<file path="src/rtl/key_step_pkg.sv">
// rtl/key_step_pkg.sv - shared types and helpers for the key conditioning / step clock block
//
// Purpose: mode and step-FSM enums, a counter-width helper, and the mode decoder
//          used by key_step_ctrl and key_debounce.
// Ports:   none (package).
// Options: none here; the KEY_STEP_COUNT_EN macro is consumed by key_step_ctrl.

package key_step_pkg;

   typedef enum logic [1:0] {
      MODE_STEP  = 2'b00,
      MODE_RUN   = 2'b01,
      MODE_BURST = 2'b10
   } mode_e;

   typedef enum logic [1:0] {
      ST_IDLE = 2'b00,
      ST_HI   = 2'b01,
      ST_LO   = 2'b10
   } state_e;

   // Bits needed for a counter that runs 0 .. n-1 (never narrower than 1 bit).
   function automatic int cnt_w(input int n);
      return (n <= 2) ? 1 : $clog2(n);
   endfunction

   // The reserved encoding 2'b11 behaves as single step.
   function automatic mode_e decode_mode(input logic [1:0] m);
      case (m)
         2'b01:   return MODE_RUN;
         2'b10:   return MODE_BURST;
         default: return MODE_STEP;
      endcase
   endfunction

endpackage

</file>
<file path="src/rtl/key_debounce.sv">
// rtl/key_debounce.sv - one key channel: 2-flop synchroniser, debounce counter, edge strobes
//
// Purpose: accepts a level change only after the synchronised input has differed
//          from the current level for DEBOUNCE_CYCLES consecutive samples.
// Ports:
//   Clk_i      board clock
//   Reset_i    asynchronous active-high reset
//   KeyIn_i    raw key level, asynchronous to Clk_i
//   Level_o    debounced level
//   Press_o    one-cycle strobe, issued together with a rising Level_o
//   Release_o  one-cycle strobe, issued together with a falling Level_o

module key_debounce
   import key_step_pkg::*;
#(
   parameter int DEBOUNCE_CYCLES = 500000
) (
   input  logic Clk_i,
   input  logic Reset_i,
   input  logic KeyIn_i,
   output logic Level_o,
   output logic Press_o,
   output logic Release_o
);

   localparam int CW = cnt_w(DEBOUNCE_CYCLES);
   localparam logic [CW-1:0] CNT_MAX = CW'(DEBOUNCE_CYCLES - 1);

   logic          sync1_q, sync2_q;
   logic          level_q, level_d;
   logic [CW-1:0] cnt_q, cnt_d;
   logic          press_q, press_d;
   logic          release_q, release_d;

   always_ff @(posedge Clk_i or posedge Reset_i) begin
      if (Reset_i) begin
         sync1_q   <= 1'b0;
         sync2_q   <= 1'b0;
         level_q   <= 1'b0;
         cnt_q     <= '0;
         press_q   <= 1'b0;
         release_q <= 1'b0;
      end else begin
         sync1_q   <= KeyIn_i;
         sync2_q   <= sync1_q;
         level_q   <= level_d;
         cnt_q     <= cnt_d;
         press_q   <= press_d;
         release_q <= release_d;
      end
   end

   // Any sample matching the current level restarts the count, so a glitch
   // shorter than the debounce window never reaches Level_o.
   always_comb begin
      level_d   = level_q;
      cnt_d     = '0;
      press_d   = 1'b0;
      release_d = 1'b0;
      if (sync2_q != level_q) begin
         if (cnt_q == CNT_MAX) begin
            level_d   = sync2_q;
            press_d   = sync2_q;
            release_d = ~sync2_q;
         end else begin
            cnt_d = cnt_q + 1'b1;
         end
      end
   end

   assign Level_o   = level_q;
   assign Press_o   = press_q;
   assign Release_o = release_q;

endmodule

</file>
<file path="src/rtl/key_step_ctrl.sv">
// rtl/key_step_ctrl.sv - key conditioning plus manual processor step clock generator
//
// Purpose: conditions NUM_KEYS push buttons and, from the key-0 press strobe,
//          drives StepClk in single-step, continuous-run or burst mode.
// Ports:
//   Clk_i         board clock
//   Reset_i       asynchronous active-high reset; all outputs drop at once
//   KeyIn_i       raw active-high key levels
//   Mode_i        00 step, 01 run, 10 burst, 11 treated as step
//   BurstLen_i    pulses per burst trigger (0 = trigger ignored)
//   Level_o       debounced key levels
//   Press_o       per-key rising strobes
//   Release_o     per-key falling strobes
//   StepClk_o     generated processor clock, registered
//   StepStrobe_o  one-cycle strobe on each StepClk rising edge
//   Busy_o        high while a pulse sequence is in progress
//   StepCount_o   step counter, only built with KEY_STEP_COUNT_EN (else 0)
// Options: `define KEY_STEP_COUNT_EN to build the 16-bit wrapping step counter.

module key_step_ctrl
   import key_step_pkg::*;
#(
   parameter int NUM_KEYS        = 2,
   parameter int DEBOUNCE_CYCLES = 500000,
   parameter int HALF_CYCLES     = 2500000,
   parameter int BURST_W         = 8
) (
   input  logic                Clk_i,
   input  logic                Reset_i,
   input  logic [NUM_KEYS-1:0] KeyIn_i,
   input  logic [1:0]          Mode_i,
   input  logic [BURST_W-1:0]  BurstLen_i,
   output logic [NUM_KEYS-1:0] Level_o,
   output logic [NUM_KEYS-1:0] Press_o,
   output logic [NUM_KEYS-1:0] Release_o,
   output logic                StepClk_o,
   output logic                StepStrobe_o,
   output logic                Busy_o,
   output logic [15:0]         StepCount_o
);

   localparam int HW = cnt_w(HALF_CYCLES);
   localparam logic [HW-1:0] HALF_MAX = HW'(HALF_CYCLES - 1);

   for (genvar g = 0; g < NUM_KEYS; g++) begin : g_key
      key_debounce #(
         .DEBOUNCE_CYCLES(DEBOUNCE_CYCLES)
      ) u_debounce (
         .Clk_i    (Clk_i),
         .Reset_i  (Reset_i),
         .KeyIn_i  (KeyIn_i[g]),
         .Level_o  (Level_o[g]),
         .Press_o  (Press_o[g]),
         .Release_o(Release_o[g])
      );
   end

   logic step_key;
   assign step_key = Press_o[0];

   state_e           state_q, state_d;
   mode_e            mode_q, mode_d;
   logic [HW-1:0]    hcnt_q, hcnt_d;
   logic [BURST_W:0] rem_q, rem_d, rem_next;
   logic             run_q, run_d;
   logic             stop_q, stop_d;
   logic             stepclk_q, stepclk_d;
   logic             strobe_q, strobe_d;
   logic             busy_q, busy_d;
   logic             half_done;

   // State register
   always_ff @(posedge Clk_i or posedge Reset_i) begin
      if (Reset_i) begin
         state_q   <= ST_IDLE;
         mode_q    <= MODE_STEP;
         hcnt_q    <= '0;
         rem_q     <= '0;
         run_q     <= 1'b0;
         stop_q    <= 1'b0;
         stepclk_q <= 1'b0;
         strobe_q  <= 1'b0;
         busy_q    <= 1'b0;
      end else begin
         state_q   <= state_d;
         mode_q    <= mode_d;
         hcnt_q    <= hcnt_d;
         rem_q     <= rem_d;
         run_q     <= run_d;
         stop_q    <= stop_d;
         stepclk_q <= stepclk_d;
         strobe_q  <= strobe_d;
         busy_q    <= busy_d;
      end
   end

   assign half_done = (hcnt_q == HALF_MAX);

   // Next-state logic
   always_comb begin
      state_d  = state_q;
      mode_d   = mode_q;
      hcnt_d   = hcnt_q;
      rem_d    = rem_q;
      run_d    = run_q;
      stop_d   = stop_q;
      rem_next = run_q ? rem_q : rem_q - 1'b1;
      case (state_q)
         ST_IDLE: begin
            // Mode follows the input only while idle; it is frozen once busy.
            mode_d = decode_mode(Mode_i);
            hcnt_d = '0;
            run_d  = 1'b0;
            stop_d = 1'b0;
            if (step_key) begin
               case (decode_mode(Mode_i))
                  MODE_RUN: begin
                     run_d   = 1'b1;
                     state_d = ST_HI;
                  end
                  MODE_BURST: begin
                     if (BurstLen_i != '0) begin
                        rem_d   = {1'b0, BurstLen_i};
                        state_d = ST_HI;
                     end
                  end
                  default: begin
                     rem_d   = (BURST_W + 1)'(1);
                     state_d = ST_HI;
                  end
               endcase
            end
         end
         ST_HI: begin
            if (step_key && mode_q != MODE_STEP) stop_d = 1'b1;
            if (half_done) begin
               hcnt_d  = '0;
               state_d = ST_LO;
            end else begin
               hcnt_d = hcnt_q + 1'b1;
            end
         end
         ST_LO: begin
            if (step_key && mode_q != MODE_STEP) stop_d = 1'b1;
            if (half_done) begin
               hcnt_d = '0;
               rem_d  = rem_next;
               // A pending stop wins over the run flag so RUN can be ended;
               // a stop pressed in this very cycle is honoured too.
               if (!stop_d && (run_q || rem_next != '0)) begin
                  state_d = ST_HI;
               end else begin
                  state_d = ST_IDLE;
                  run_d   = 1'b0;
                  stop_d  = 1'b0;
               end
            end else begin
               hcnt_d = hcnt_q + 1'b1;
            end
         end
         default: state_d = ST_IDLE;
      endcase
   end

   // Output logic: decoded from the next state so every output is a flop.
   always_comb begin
      stepclk_d = (state_d == ST_HI);
      strobe_d  = (state_d == ST_HI) && (state_q != ST_HI);
      busy_d    = (state_d != ST_IDLE);
   end

   assign StepClk_o    = stepclk_q;
   assign StepStrobe_o = strobe_q;
   assign Busy_o       = busy_q;

`ifdef KEY_STEP_COUNT_EN
   logic [15:0] step_count_q;

   always_ff @(posedge Clk_i or posedge Reset_i) begin
      if (Reset_i) begin
         step_count_q <= '0;
      end else if (strobe_q) begin
         step_count_q <= step_count_q + 16'd1;
      end
   end

   assign StepCount_o = step_count_q;
`else
   assign StepCount_o = '0;
`endif

endmodule

</file>
<file path="config.mk">
export PLATFORM = sky130hd
export DESIGN_NAME = key_step_ctrl
export DESIGN_NICKNAME = d
export VERILOG_FILES = /design/src/rtl/key_step_pkg.sv /design/src/rtl/key_debounce.sv /design/src/rtl/key_step_ctrl.sv
export SDC_FILE = /design/constraint.sdc
export NUM_CORES = 1
export LEC_CHECK = 0
export CAP_MARGIN = 20
export CORE_MARGIN = 5
export CORE_UTILIZATION = 45
export DETAILED_ROUTE_END_ITERATION = 10
export GPL_ROUTABILITY_DRIVEN = 0
export GPL_TIMING_DRIVEN = 0
export PLACE_DENSITY = 0.63
export SETUP_SLACK_MARGIN = 0.2
export SKIP_CTS_REPAIR_TIMING = 1
export SLEW_MARGIN = 20
export SYNTH_ARGS = -nofsm -noshare
export SYNTH_HDL_FRONTEND = slang
export SYNTH_SLANG_ARGS = --single-unit
</file>
<file path="constraint.sdc">
create_clock -name Clk_i -period 3.4 [get_ports Clk_i]
set_clock_uncertainty 0.1 [all_clocks]
set_input_delay 0.51 -clock Clk_i [delete_from_list [all_inputs] [get_ports Clk_i]]
set_output_delay 0.51 -clock Clk_i [all_outputs]
set_load 0.02 [all_outputs]
</file>
==> metrics.txt <==
Avg Inst Size Synth=9.64 um^2; CP peak stage delay=about 0.56 ns; WHS=0.264 ns; Max stage delay cell, worst path=or4_1; library cells used by synthesis=55; Post-Layout Cell Count=662; initial antenna violation count=0; fill cell count=905; port bufs=22; Final WS setup=0.841 ns; Tcrit/Tclk final=0.753; GRT overflow=0; peak supply drop=about 0.24 mV; CTS root buffer=clkbuf_8; worst-margin pin slew=0.617 ns; CTS Sinks=88; hold crit path type=reg -> reg; IO Pins=39; Final Hold Viols=0; CTS tree=yes; RSZ-0062 raised after global routing=no; DRT Pass-1 Iters=4; clk_lat worst skew=0.36 ns; core box area=between 9000 and 10000 um^2; vias per cell=5.08; synth cell count leaders=dfrtp_1 (88), nor2_1 (84), xor2_1 (41); initial DRC count=about 180; post-synthesis sequential area ratio=0.481; first-pass GRT wire length=15500 um; Yosys warnings=0; via count=3361; DRC Markers=0; largest net degree at the start of global routing=60; Cells after DPL=646; met2 usage=0.229; worst-path fanout max=6; die area=12300 um^2; Routed WL per cell=13.2 um; met1 usage=0.209; main area contributors after synthesis=dfrtp_1 (48%), xor2_1 (7.8%), nor2_1 (6.9%); Die X=111 um; share of layout cells above drive strength 1=0.102; Slew Limit Fails=0; antenna-violating nets left=0; Inserted Diodes=0; final worst path period need=2.56 ns; initial core utilization=0.464; Layout Cell Area excl Fill=5270 um^2; vias in the first global route=about 3.3k; final wirelength=8760 um; Reg clk slew, reported paths=around 0.090 ns; gr busiest metal=met2; count leader, synth=dfrtp_1; Worst Path Arrival=2.71 ns; Post-layout nets=546; Yosys reg bits=88; Area Growth Syn to Fin=15.1%; Worst EP required=3.55 ns; Total GRT Usage=0.152; area of the multi-input gates=2190 um^2; power per cell area=around 370 nW/um^2; share of the synthesized area in the top cell type=0.481; FMAX=~390 MHz; die height=111 um; setup_tns=0 ns; Crit path buffers/inverters=1; critical path cell sequence=clkdlybuf4s50_1 -> or4_1 -> o31ai_2 -> o21ai_1 -> a21bo_4 -> and4bb_1 -> a211o_1; placed inst area=5050 um^2; htree depth=3; Clock Path Buffers=2; worst slack, placed=~0.49 ns; EDFF count, synth=0; Crit path max-delay family=compound AO/OA/AOI/OAI gates; Seq. cell area=2200 um^2; Leakage=about 2.3 nW; TritonCTS Buffers=9; Cells after Synth=475; outcome=completed; met3 usage in global routing=0.0502; Post-synth top flop=dfrtp_1; mapped cell area=4580 um^2; crit path launch type=input pin; row cnt=36; Slew headroom=0.588; max cap viols=0; async set-or-reset flop fraction in the synthesized netlist=1.00; Crit Path Category=in -> reg; final setup fails=0; Worst setup EP type=register; r2r setup slk=0.90 ns; Detail Placement HPWL=a little over 6000 um; cell taking the most area after synthesis=dfrtp_1
[worst paths after layout]
kind / from / endpoint / cells after the start
max: BurstLen_i[7] / rem_q[8] / 7
min: g_key[1].u_debounce.sync1_q / g_key[1].u_debounce.sync2_q / 0
max reg2reg: state_q[0] / rem_q[8] / 7
min reg2reg: g_key[1].u_debounce.sync1_q / g_key[1].u_debounce.sync2_q / 0
max in group asynchronous: Reset_i / hcnt_q[6] / 3
min in group asynchronous: Reset_i / g_key[1].u_debounce.Press_o / 2
[cell families after synthesis]
family	share of synthesized area
multiplexers	0.00956
AND/OR/NAND/NOR	0.248
AO/OA/AOI/OAI	0.0727
flip-flops	0.481
other	0.000819
buffers and inverters	0.0538
adder cells (fa/ha/maj)	0.0219
XOR/XNOR	0.113
[cells in the final DEF, fill, tap and decap left out, types with 2 or more instances in the layout]
cell type / instances
clkbuf_8: 9
clkdlybuf4s50_1: 22
nand2b_1: 3
buf_2: 2
nand4b_1: 2
a21oi_1: 8
xor2_1: 41
buf_4: 22
nand2_1: 35
and4_1: 2
nor4b_1: 2
and2_1: 5
nor3b_1: 5
or4_1: 4
and3_1: 11
nand3_1: 24
a31oi_1: 4
clkinvlp_4: 3
nor2b_1: 7
mux2_2: 3
ha_1: 8
and4b_1: 2
nor4_1: 4
a22oi_1: 5
nor3_1: 7
conb_1: 16
o21ai_1: 12
inv_1: 11
nand4_1: 13
clkbuf_1: 7
bufinv_16: 2
xnor2_1: 18
or4bb_1: 2
o21ai_0: 8
nor2_1: 84
o22a_1: 2
dfrtp_1: 88
[sequential cells by signal, summed over array words and instances (netlist names), 2 cells and up]
register	cells
mode_q	2
g_key.u_debounce.Release_o	2
g_key.u_debounce.sync2_q	2
hcnt_q	22
g_key.u_debounce.cnt_q	38
state_q	2
g_key.u_debounce.Level_o	2
rem_q	9
g_key.u_debounce.sync1_q	2
g_key.u_debounce.Press_o	2
[routing by layer]
| metal | routed length [um] | vias up | part of all wire |
|---|---|---|---|
| met4 | 93 | 0 | 0.011 |
| met2 | 3950 | 68 | 0.45 |
| li1 | - | 1687 | - |
| met3 | 464 | 9 | 0.053 |
| met5 | 0 | - | 0 |
| met1 | 4260 | 1597 | 0.49 |
[per-stage QoR]
stage / util / total power, mW
after detailed placement: 0.512 / 1.18
after CTS: 0.535 / 1.99
after floorplan: - / 1.15
final: 0.535 / 1.95
after global routing: 0.535 / 2.05
after global placement: 0.509 / 1.18
[cell type report]
cell class | instances | share of cell area
clock buffer | 9 | 0.0235
clock inverter | 7 | 0.0183
buffer | 31 | 0.0382
sequential | 88 | 0.418
multi-input combinational | 359 | 0.415
inverter | 12 | 0.00902
timing repair buffer | 23 | 0.0470
tap | 133 | 0.0316
[power breakdown]
| part | internal, mW | switching [mW] |
|---|---|---|
| clock | 0.413 | 0.376 |
| sequential | 1.05 | 0.00848 |
| combinational | 0.0394 | 0.0589 |
| total | 1.51 | 0.444 |
Note: power is estimated with default switching activity, not from simulation.
